--- config.mk ---
export PLATFORM = sky130hd
export DESIGN_NAME = dmem_port_arbiter
export DESIGN_NICKNAME = d
export VERILOG_FILES = /design/src/rtl/dmem_pkg.sv /design/src/rtl/dmem_ret_tag.sv /design/src/rtl/dmem_port_arbiter.sv
export SDC_FILE = /design/constraint.sdc
export NUM_CORES = 1
export LEC_CHECK = 0
export CORE_AREA = 8 8 91 93
export DETAILED_ROUTE_END_ITERATION = 8
export DIE_AREA = 0 0 99 101
export PLACE_DENSITY = 0.87
export SYNTH_ARGS = -nofsm -noshare
export SYNTH_HDL_FRONTEND = slang
export SYNTH_HIERARCHICAL = 1
export SYNTH_SLANG_ARGS = --single-unit
--- constraint.sdc ---
create_clock -name clk -period 3.3 [get_ports clk]
set_input_delay 0.33 -clock clk [delete_from_list [all_inputs] [get_ports clk]]
set_output_delay 0.33 -clock clk [all_outputs]
set_load 0.01 [all_outputs]
--- src/rtl/dmem_pkg.sv ---
`default_nettype none
// +----------------------------------------------------------------------+
// | Module   : dmem_pkg                                                  |
// | Purpose  : Shared types and constants for the data-memory port       |
// |            arbiter: arbiter state encoding, return-tag owner codes   |
// |            and a helper that flags an active access.                 |
// | Revision : 1.0 - initial release                                     |
// +----------------------------------------------------------------------+
package dmem_pkg;

  // Arbiter states: normal arbitration, draining for halt, halted.
  typedef enum logic [1:0] {
    S_RUN   = 2'd0,
    S_DRAIN = 2'd1,
    S_HALT  = 2'd2
  } arb_state_t;

  // Owner bit carried alongside each in-flight read.
  localparam logic OWN_PIPE = 1'b0;
  localparam logic OWN_DMA  = 1'b1;

  // A request is an access when it reads or writes at least one byte.
  function automatic logic is_access(input logic re, input logic [3:0] we);
    return re | (|we);
  endfunction

endpackage
`default_nettype wire

--- src/rtl/dmem_ret_tag.sv ---
`default_nettype none
// +----------------------------------------------------------------------+
// | Module   : dmem_ret_tag                                              |
// | Purpose  : DEPTH-deep {valid, owner} shift register that follows     |
// |            each memory read until its data returns.                  |
// | Ports    : clk, rst_n (async active-low), clk_en (hold when low)     |
// |            in_valid/in_owner   - tag pushed into entry 0             |
// |            out_valid/out_owner - tag at the tail (data returns now)  |
// |            any_valid           - a read is still outstanding beyond  |
// |                                  the one returning this cycle        |
// | Revision : 1.0 - initial release                                     |
// +----------------------------------------------------------------------+
module dmem_ret_tag #(
  parameter int DEPTH = 2
) (
  input  logic clk,
  input  logic rst_n,
  input  logic clk_en,
  input  logic in_valid,
  input  logic in_owner,
  output logic out_valid,
  output logic out_owner,
  output logic any_valid
);

  logic [DEPTH-1:0] valid_q;
  logic [DEPTH-1:0] owner_q;

  generate
    if (DEPTH == 1) begin : g_single
      always_ff @(posedge clk or negedge rst_n) begin
        if (!rst_n) begin
          valid_q <= '0;
          owner_q <= '0;
        end else if (clk_en) begin
          valid_q <= in_valid;
          owner_q <= in_owner;
        end
      end
      // The only entry is the tail, so nothing is left over after it.
      assign any_valid = 1'b0;
    end else begin : g_multi
      always_ff @(posedge clk or negedge rst_n) begin
        if (!rst_n) begin
          valid_q <= '0;
          owner_q <= '0;
        end else if (clk_en) begin
          valid_q <= {valid_q[DEPTH-2:0], in_valid};
          owner_q <= {owner_q[DEPTH-2:0], in_owner};
        end
      end
      // The tail entry is consumed this cycle; only earlier stages keep
      // the port busy afterwards, which lets a drain finish on the cycle
      // its last read returns.
      assign any_valid = |valid_q[DEPTH-2:0];
    end
  endgenerate

  assign out_valid = valid_q[DEPTH-1];
  assign out_owner = owner_q[DEPTH-1];

endmodule
`default_nettype wire

--- src/rtl/dmem_port_arbiter.sv ---
`default_nettype none
// +----------------------------------------------------------------------+
// | Module   : dmem_port_arbiter                                         |
// | Purpose  : Shares one data-memory port between the pipeline and a    |
// |            single-beat secondary requester (DMA/debug), routes read  |
// |            data back to its owner after MEM_LAT cycles, bounds the   |
// |            secondary wait by stalling the pipeline, and drains then  |
// |            hands the port to the secondary requester on halt.        |
// | Ports    : clk, rst_n, clk_en, halt                                  |
// |            pipe_re/we/addr/wdata in, pipe_stall/pipe_rvalid out      |
// |            dma_req/we/addr/wdata in, dma_gnt/dma_rvalid out          |
// |            mem_re/we/addr/wdata out, mem_rdata in (passed through)   |
// |            halted out                                                |
// | Revision : 1.0 - initial release                                     |
// +----------------------------------------------------------------------+
module dmem_port_arbiter
  import dmem_pkg::*;
#(
  parameter int MEM_LAT      = 2,
  parameter int STARVE_LIMIT = 8
) (
  input  logic        clk,
  input  logic        rst_n,
  input  logic        clk_en,
  input  logic        halt,
  input  logic        pipe_re,
  input  logic [3:0]  pipe_we,
  input  logic [31:0] pipe_addr,
  input  logic [31:0] pipe_wdata,
  output logic        pipe_stall,
  output logic        pipe_rvalid,
  input  logic        dma_req,
  input  logic [3:0]  dma_we,
  input  logic [31:0] dma_addr,
  input  logic [31:0] dma_wdata,
  output logic        dma_gnt,
  output logic        dma_rvalid,
  output logic        mem_re,
  output logic [3:0]  mem_we,
  output logic [31:0] mem_addr,
  output logic [31:0] mem_wdata,
  input  logic [31:0] mem_rdata,
  output logic        halted
);

  localparam int               CNT_W   = $clog2(STARVE_LIMIT + 1);
  localparam logic [CNT_W-1:0] CNT_MAX = CNT_W'(STARVE_LIMIT);

  arb_state_t       state;
  arb_state_t       state_nxt;
  logic [CNT_W-1:0] starve_cnt;

  logic pipe_act;
  logic dma_rd;
  logic dma_sel;
  logic pipe_sel;
  logic stall_req;
  logic live;
  logic tag_valid;
  logic tag_owner;
  logic tag_pending;
  logic cnt_clear;

  assign pipe_act = is_access(pipe_re, pipe_we);
  assign dma_rd   = ~|dma_we;

  // Strobes only go out of an enabled cycle outside reset; this also keeps
  // every combinational output at zero while rst_n is held low.
  assign live = clk_en & rst_n;

  // Arbitration and next state.
  always_comb begin
    state_nxt = state;
    dma_sel   = 1'b0;
    pipe_sel  = 1'b0;
    stall_req = 1'b0;
    case (state)
      S_RUN: begin
        if (halt) begin
          // Pipeline is cut off immediately; a waiting DMA still gets in.
          dma_sel   = dma_req;
          state_nxt = S_DRAIN;
        end else begin
          dma_sel   = dma_req & (~pipe_act | (starve_cnt == CNT_MAX));
          pipe_sel  = ~dma_sel;
          stall_req = pipe_act & dma_sel;
        end
      end
      S_DRAIN: begin
        if (!tag_pending) begin
          state_nxt = S_HALT;
        end
      end
      S_HALT: begin
        dma_sel = dma_req;
        if (!halt) begin
          state_nxt = S_RUN;
        end
      end
      default: begin
        state_nxt = S_RUN;
      end
    endcase
  end

  // Port mux.
  always_comb begin
    mem_re    = 1'b0;
    mem_we    = 4'h0;
    mem_addr  = 32'h0;
    mem_wdata = 32'h0;
    if (rst_n) begin
      if (dma_sel) begin
        mem_re    = live & dma_rd;
        mem_we    = live ? dma_we : 4'h0;
        mem_addr  = dma_addr;
        mem_wdata = dma_wdata;
      end else if (pipe_sel) begin
        mem_re    = live & pipe_re;
        mem_we    = live ? pipe_we : 4'h0;
        mem_addr  = pipe_addr;
        mem_wdata = pipe_wdata;
      end
    end
  end

  assign dma_gnt    = dma_sel & live;
  assign pipe_stall = stall_req & live;
  assign halted     = (state == S_HALT);

  always_ff @(posedge clk or negedge rst_n) begin
    if (!rst_n) begin
      state <= S_RUN;
    end else if (clk_en) begin
      state <= state_nxt;
    end
  end

  // Starvation counter only advances during normal arbitration; any grant,
  // a dropped request or leaving normal arbitration restarts the wait.
  assign cnt_clear = dma_sel | ~dma_req | (state != S_RUN) | halt;

  always_ff @(posedge clk or negedge rst_n) begin
    if (!rst_n) begin
      starve_cnt <= '0;
    end else if (clk_en) begin
      if (cnt_clear) begin
        starve_cnt <= '0;
      end else if (pipe_act && (starve_cnt != CNT_MAX)) begin
        starve_cnt <= starve_cnt + CNT_W'(1);
      end
    end
  end

  dmem_ret_tag #(
    .DEPTH(MEM_LAT)
  ) u_ret_tag (
    .clk      (clk),
    .rst_n    (rst_n),
    .clk_en   (clk_en),
    .in_valid (mem_re),
    .in_owner (dma_sel),
    .out_valid(tag_valid),
    .out_owner(tag_owner),
    .any_valid(tag_pending)
  );

  assign pipe_rvalid = tag_valid & (tag_owner == OWN_PIPE);
  assign dma_rvalid  = tag_valid & (tag_owner == OWN_DMA);

  // Read data is shared; the rvalid pair says whose it is.
  logic unused_rdata;
  assign unused_rdata = ^mem_rdata;

endmodule
`default_nettype wire

==> results of run 1 <==
per-layer routing:
metal	wire length, um	GRT usage [%]
met1	3380	17.9
met2	4710	30.1
met3	653	4.14
met4	89	2.95
met5	0	0
power by group through the flow:
stage | clock network (mW) | logic (mW) | registers (mW)
2_1_floorplan | 0 | 0.410 | 0.162
3_3_place_gp | 0 | 0.841 | 0.168
3_5_place_dp | 0 | 0.854 | 0.170
4_1_cts | 0.157 | 0.856 | 0.169
5_1_grt | 0.162 | 0.906 | 0.174
6_report | 0.155 | 0.847 | 0.170
logic make-up after synthesis:
group	after synthesis	synth area share [%]
AND/OR/NAND/NOR	23	8.75
buffers and inverters	20	15.6
AO/OA/AOI/OAI	84	53.7
flip-flops	10	16.7
adder cells (fa/ha/maj)	2	1.67
multiplexers	5	3.67
worst max-delay path, cell delays in order:
cell and delay [ns]:
clkdlybuf4s50_1 0.43, or4_4 0.56, o21ai_4 0.20, buf_4 0.16, a211oi_4 0.06, buf_12 0.20
a22o_2 0.28, clkdlybuf4s50_1 0.51
through the flow:
step / hold WS [ns] / setup slack [ns] / instances / area (um2)
floorplan: 0.0344 / 1.26 / 144 / 1500
global placement: 0.485 / 0.230 / 435 / 3640
detailed placement: 0.497 / 0.198 / 435 / 3640
CTS: 0.508 / 0.201 / 439 / 3700
global route: 0.530 / 0.133 / 439 / 3700
finish: 0.504 / 0.209 / 439 / 3700
cell usage in the layout (no fill, tap or decap), types with 2 or more instances in the layout:
master           instances
nand2_1                  3
o21ai_0                  2
clkbuf_8                 4
buf_12                   3
nor2_1                   4
a22o_1                  20
ha_1                     2
clkdlybuf4s50_1        215
a22o_2                  49
mux2_2                   4
nor2b_1                  3
a31oi_1                  2
dfrtp_1                 10
buf_4                    5
inv_1                    6
nor4_1                   2
o2bb2ai_1                2
nand2b_1                 3
area by class of cell:
cell class	count	area (um2)
fillers	611	3250
repair buffers	223	2250
multi-input cells	114	1020
flip-flops and latches	10	250
well taps	82	103
clock buffers	4	55.1
inverters	6	22.5
worst min path at each step:
stage                          from                   end  slack (ns)  cells after the start
2_1_floorplan                 rst_n         starve_cnt[0]        0.03                      0
3_3_place_gp   u_ret_tag/owner_q[0]  u_ret_tag/owner_q[1]        0.48                      1
3_5_place_dp   u_ret_tag/owner_q[0]  u_ret_tag/owner_q[1]        0.50                      1
4_1_cts        u_ret_tag/owner_q[0]  u_ret_tag/owner_q[1]        0.51                      1
5_1_grt        u_ret_tag/owner_q[0]  u_ret_tag/owner_q[1]        0.53                      1
6_report       u_ret_tag/owner_q[0]  u_ret_tag/owner_q[1]        0.50                      1
flip-flops by register name, indices dropped and copies added (netlist names):
name,flops
starve_cnt,4
state,2
u_ret_tag/valid_q,2
u_ret_tag/owner_q,2
==> results.json, run 1 <==
{
  "critical_path_class": "input pin to output port",
  "cts.sinks": 10,
  "syn_area_per_cell_um2": 10.4,
  "io-pin-count": 248,
  "path_max_fanout": 64,
  "postCtsHoldBufs": 0,
  "outcome": "complete, no violations",
  "drive_above_1_share_pct": 19.9,
  "power.internal_uw": 786,
  "fin_crit_sh_pct": 93.7,
  "seq_area_frac_synth_pct": 16.7,
  "ys_seq_elements": 10,
  "synth_ff_type": "dfrtp_1",
  "synth_edf_count": 0,
  "drt_iter0_drc": 44,
  "diodes": 0,
  "gr-usage-all-layers_pct": 16.1,
  "via_per_inst": 4.84,
  "synth_top_area_share_pct": 32.7,
  "crit_required_ns": 2.97,
  "cp-startpoint": "pipe_we[0]",
  "seq_power_share_pct": 14.5,
  "htreeDepth": 1,
  "netlist_area_mm2": 0.00150,
  "first_global_vias": 2251,
  "async_flop_share_pct": 100,
  "r2r_setup_slack_ns": 1.43,
  "ff2ff_path_depth": 8,
  "yosysWarningCount": 6,
  "final_nets": 534,
  "cts-resized-gates": 0,
  "antenna_found_initial": 0,
  "rows": 31,
  "worstReg2RegEnd": "u_ret_tag/valid_q[0]",
  "yosysUniqueCellTypes": 35,
  "switching_share_pct": 32.9,
  "post-route-util_pct": 53.3,
  "die_w_um": 99,
  "clk_latency_ns": 0.24,
  "die_h_um": 101,
  "grt_pass1_wl_um": 12800,
  "cts_tree": "yes",
  "maxSlewViolCount": 0,
  "ant_nets": 0,
  "peakVddDrop_uv": 262,
  "syn_inst": 144,
  "finalSetupTns_ns": 0,
  "period_minus_slack_ns": 3.09,
  "powerDensity_mw_per_mm2": 317,
  "r2r-start": "starve_cnt[0]",
  "grt-ovfl-total": 0,
  "post_cts_buffers": 0,
  "cts_made_buffers": 3,
  "grt_max_degree": 65,
  "floorplan.initialDensity_pct": 21.6,
  "ys_top_cells_by_count": "49 x a22o_2, 20 x a22o_1, 10 x dfrtp_1",
  "synth_most_common_cell": "a22o_2",
  "rsz0062_at_grt": "false",
  "cp-end-kind": "output port",
  "finalClockSkew_ns": 0.000227,
  "wl_per_cell_um": 20.1,
  "gp_congestion": 0.857,
  "synth_area_leaders": "a22o_2 33%, dfrtp_1 17%, a22o_1 12%",
  "p_sw_uw": 385,
  "route.vias.total": 2126,
  "dp_hpwl_um": 7700,
  "core_area_mm2": 0.00694,
  "hp-class": "register to register",
  "cts.clk_slew.worst_paths_ns": 0.05,
  "power_leakage_nw": 1.44,
  "dr.pass1.iters": 6,
  "finalSetupViolCount": 0,
  "worstSetupEndpoint": "mem_wdata[22]",
  "cts-root-buf": "clkbuf_8",
  "synth_largest_area_cell": "a22o_2",
  "syn_nets": 320,
  "drc": 0,
  "dieArea_mm2": 0.0100,
  "hold_viol": 0,
  "max_freq_mhz": 323,
  "max-cap-violations": 0,
  "portBuffers": 215,
  "slew_headroom_pct": 77.7,
  "pwr-share-comb_pct": 72.3,
  "startpoint_type": "input pin",
  "wl_um": 8830,
  "syn2layout_area_growth_pct": 146,
  "cp_data_arrival_time_ns": 2.76,
  "p_clk_share_pct": 13.2,
  "tightestPinTransition_ns": 0.333,
  "cts_max_path_buffers": 2,
  "total_power_mw": 1.17
}
(Power assumes the default switching activity.)
==> run 2: changes to the inputs <==
--- a/config.mk
+++ b/config.mk
@@ -9,6 +9,7 @@
 export DETAILED_ROUTE_END_ITERATION = 8
 export DIE_AREA = 0 0 99 101
 export PLACE_DENSITY = 0.87
+export SKIP_LAST_GASP = 1
 export SYNTH_ARGS = -nofsm -noshare
 export SYNTH_HDL_FRONTEND = slang
 export SYNTH_HIERARCHICAL = 1
==> results of run 2 <==
Final layout, timing and power as in run 1 (identical DEF).
==> run 3: changes to the inputs <==
--- a/config.mk
+++ b/config.mk
@@ -5,6 +5,7 @@
 export SDC_FILE = /design/constraint.sdc
 export NUM_CORES = 1
 export LEC_CHECK = 0
+export ABC_CLOCK_PERIOD_IN_PS = 3300
 export CORE_AREA = 8 8 91 93
 export DETAILED_ROUTE_END_ITERATION = 8
 export DIE_AREA = 0 0 99 101
==> results of run 3 <==
Final layout, timing and power as in run 1 (identical DEF).
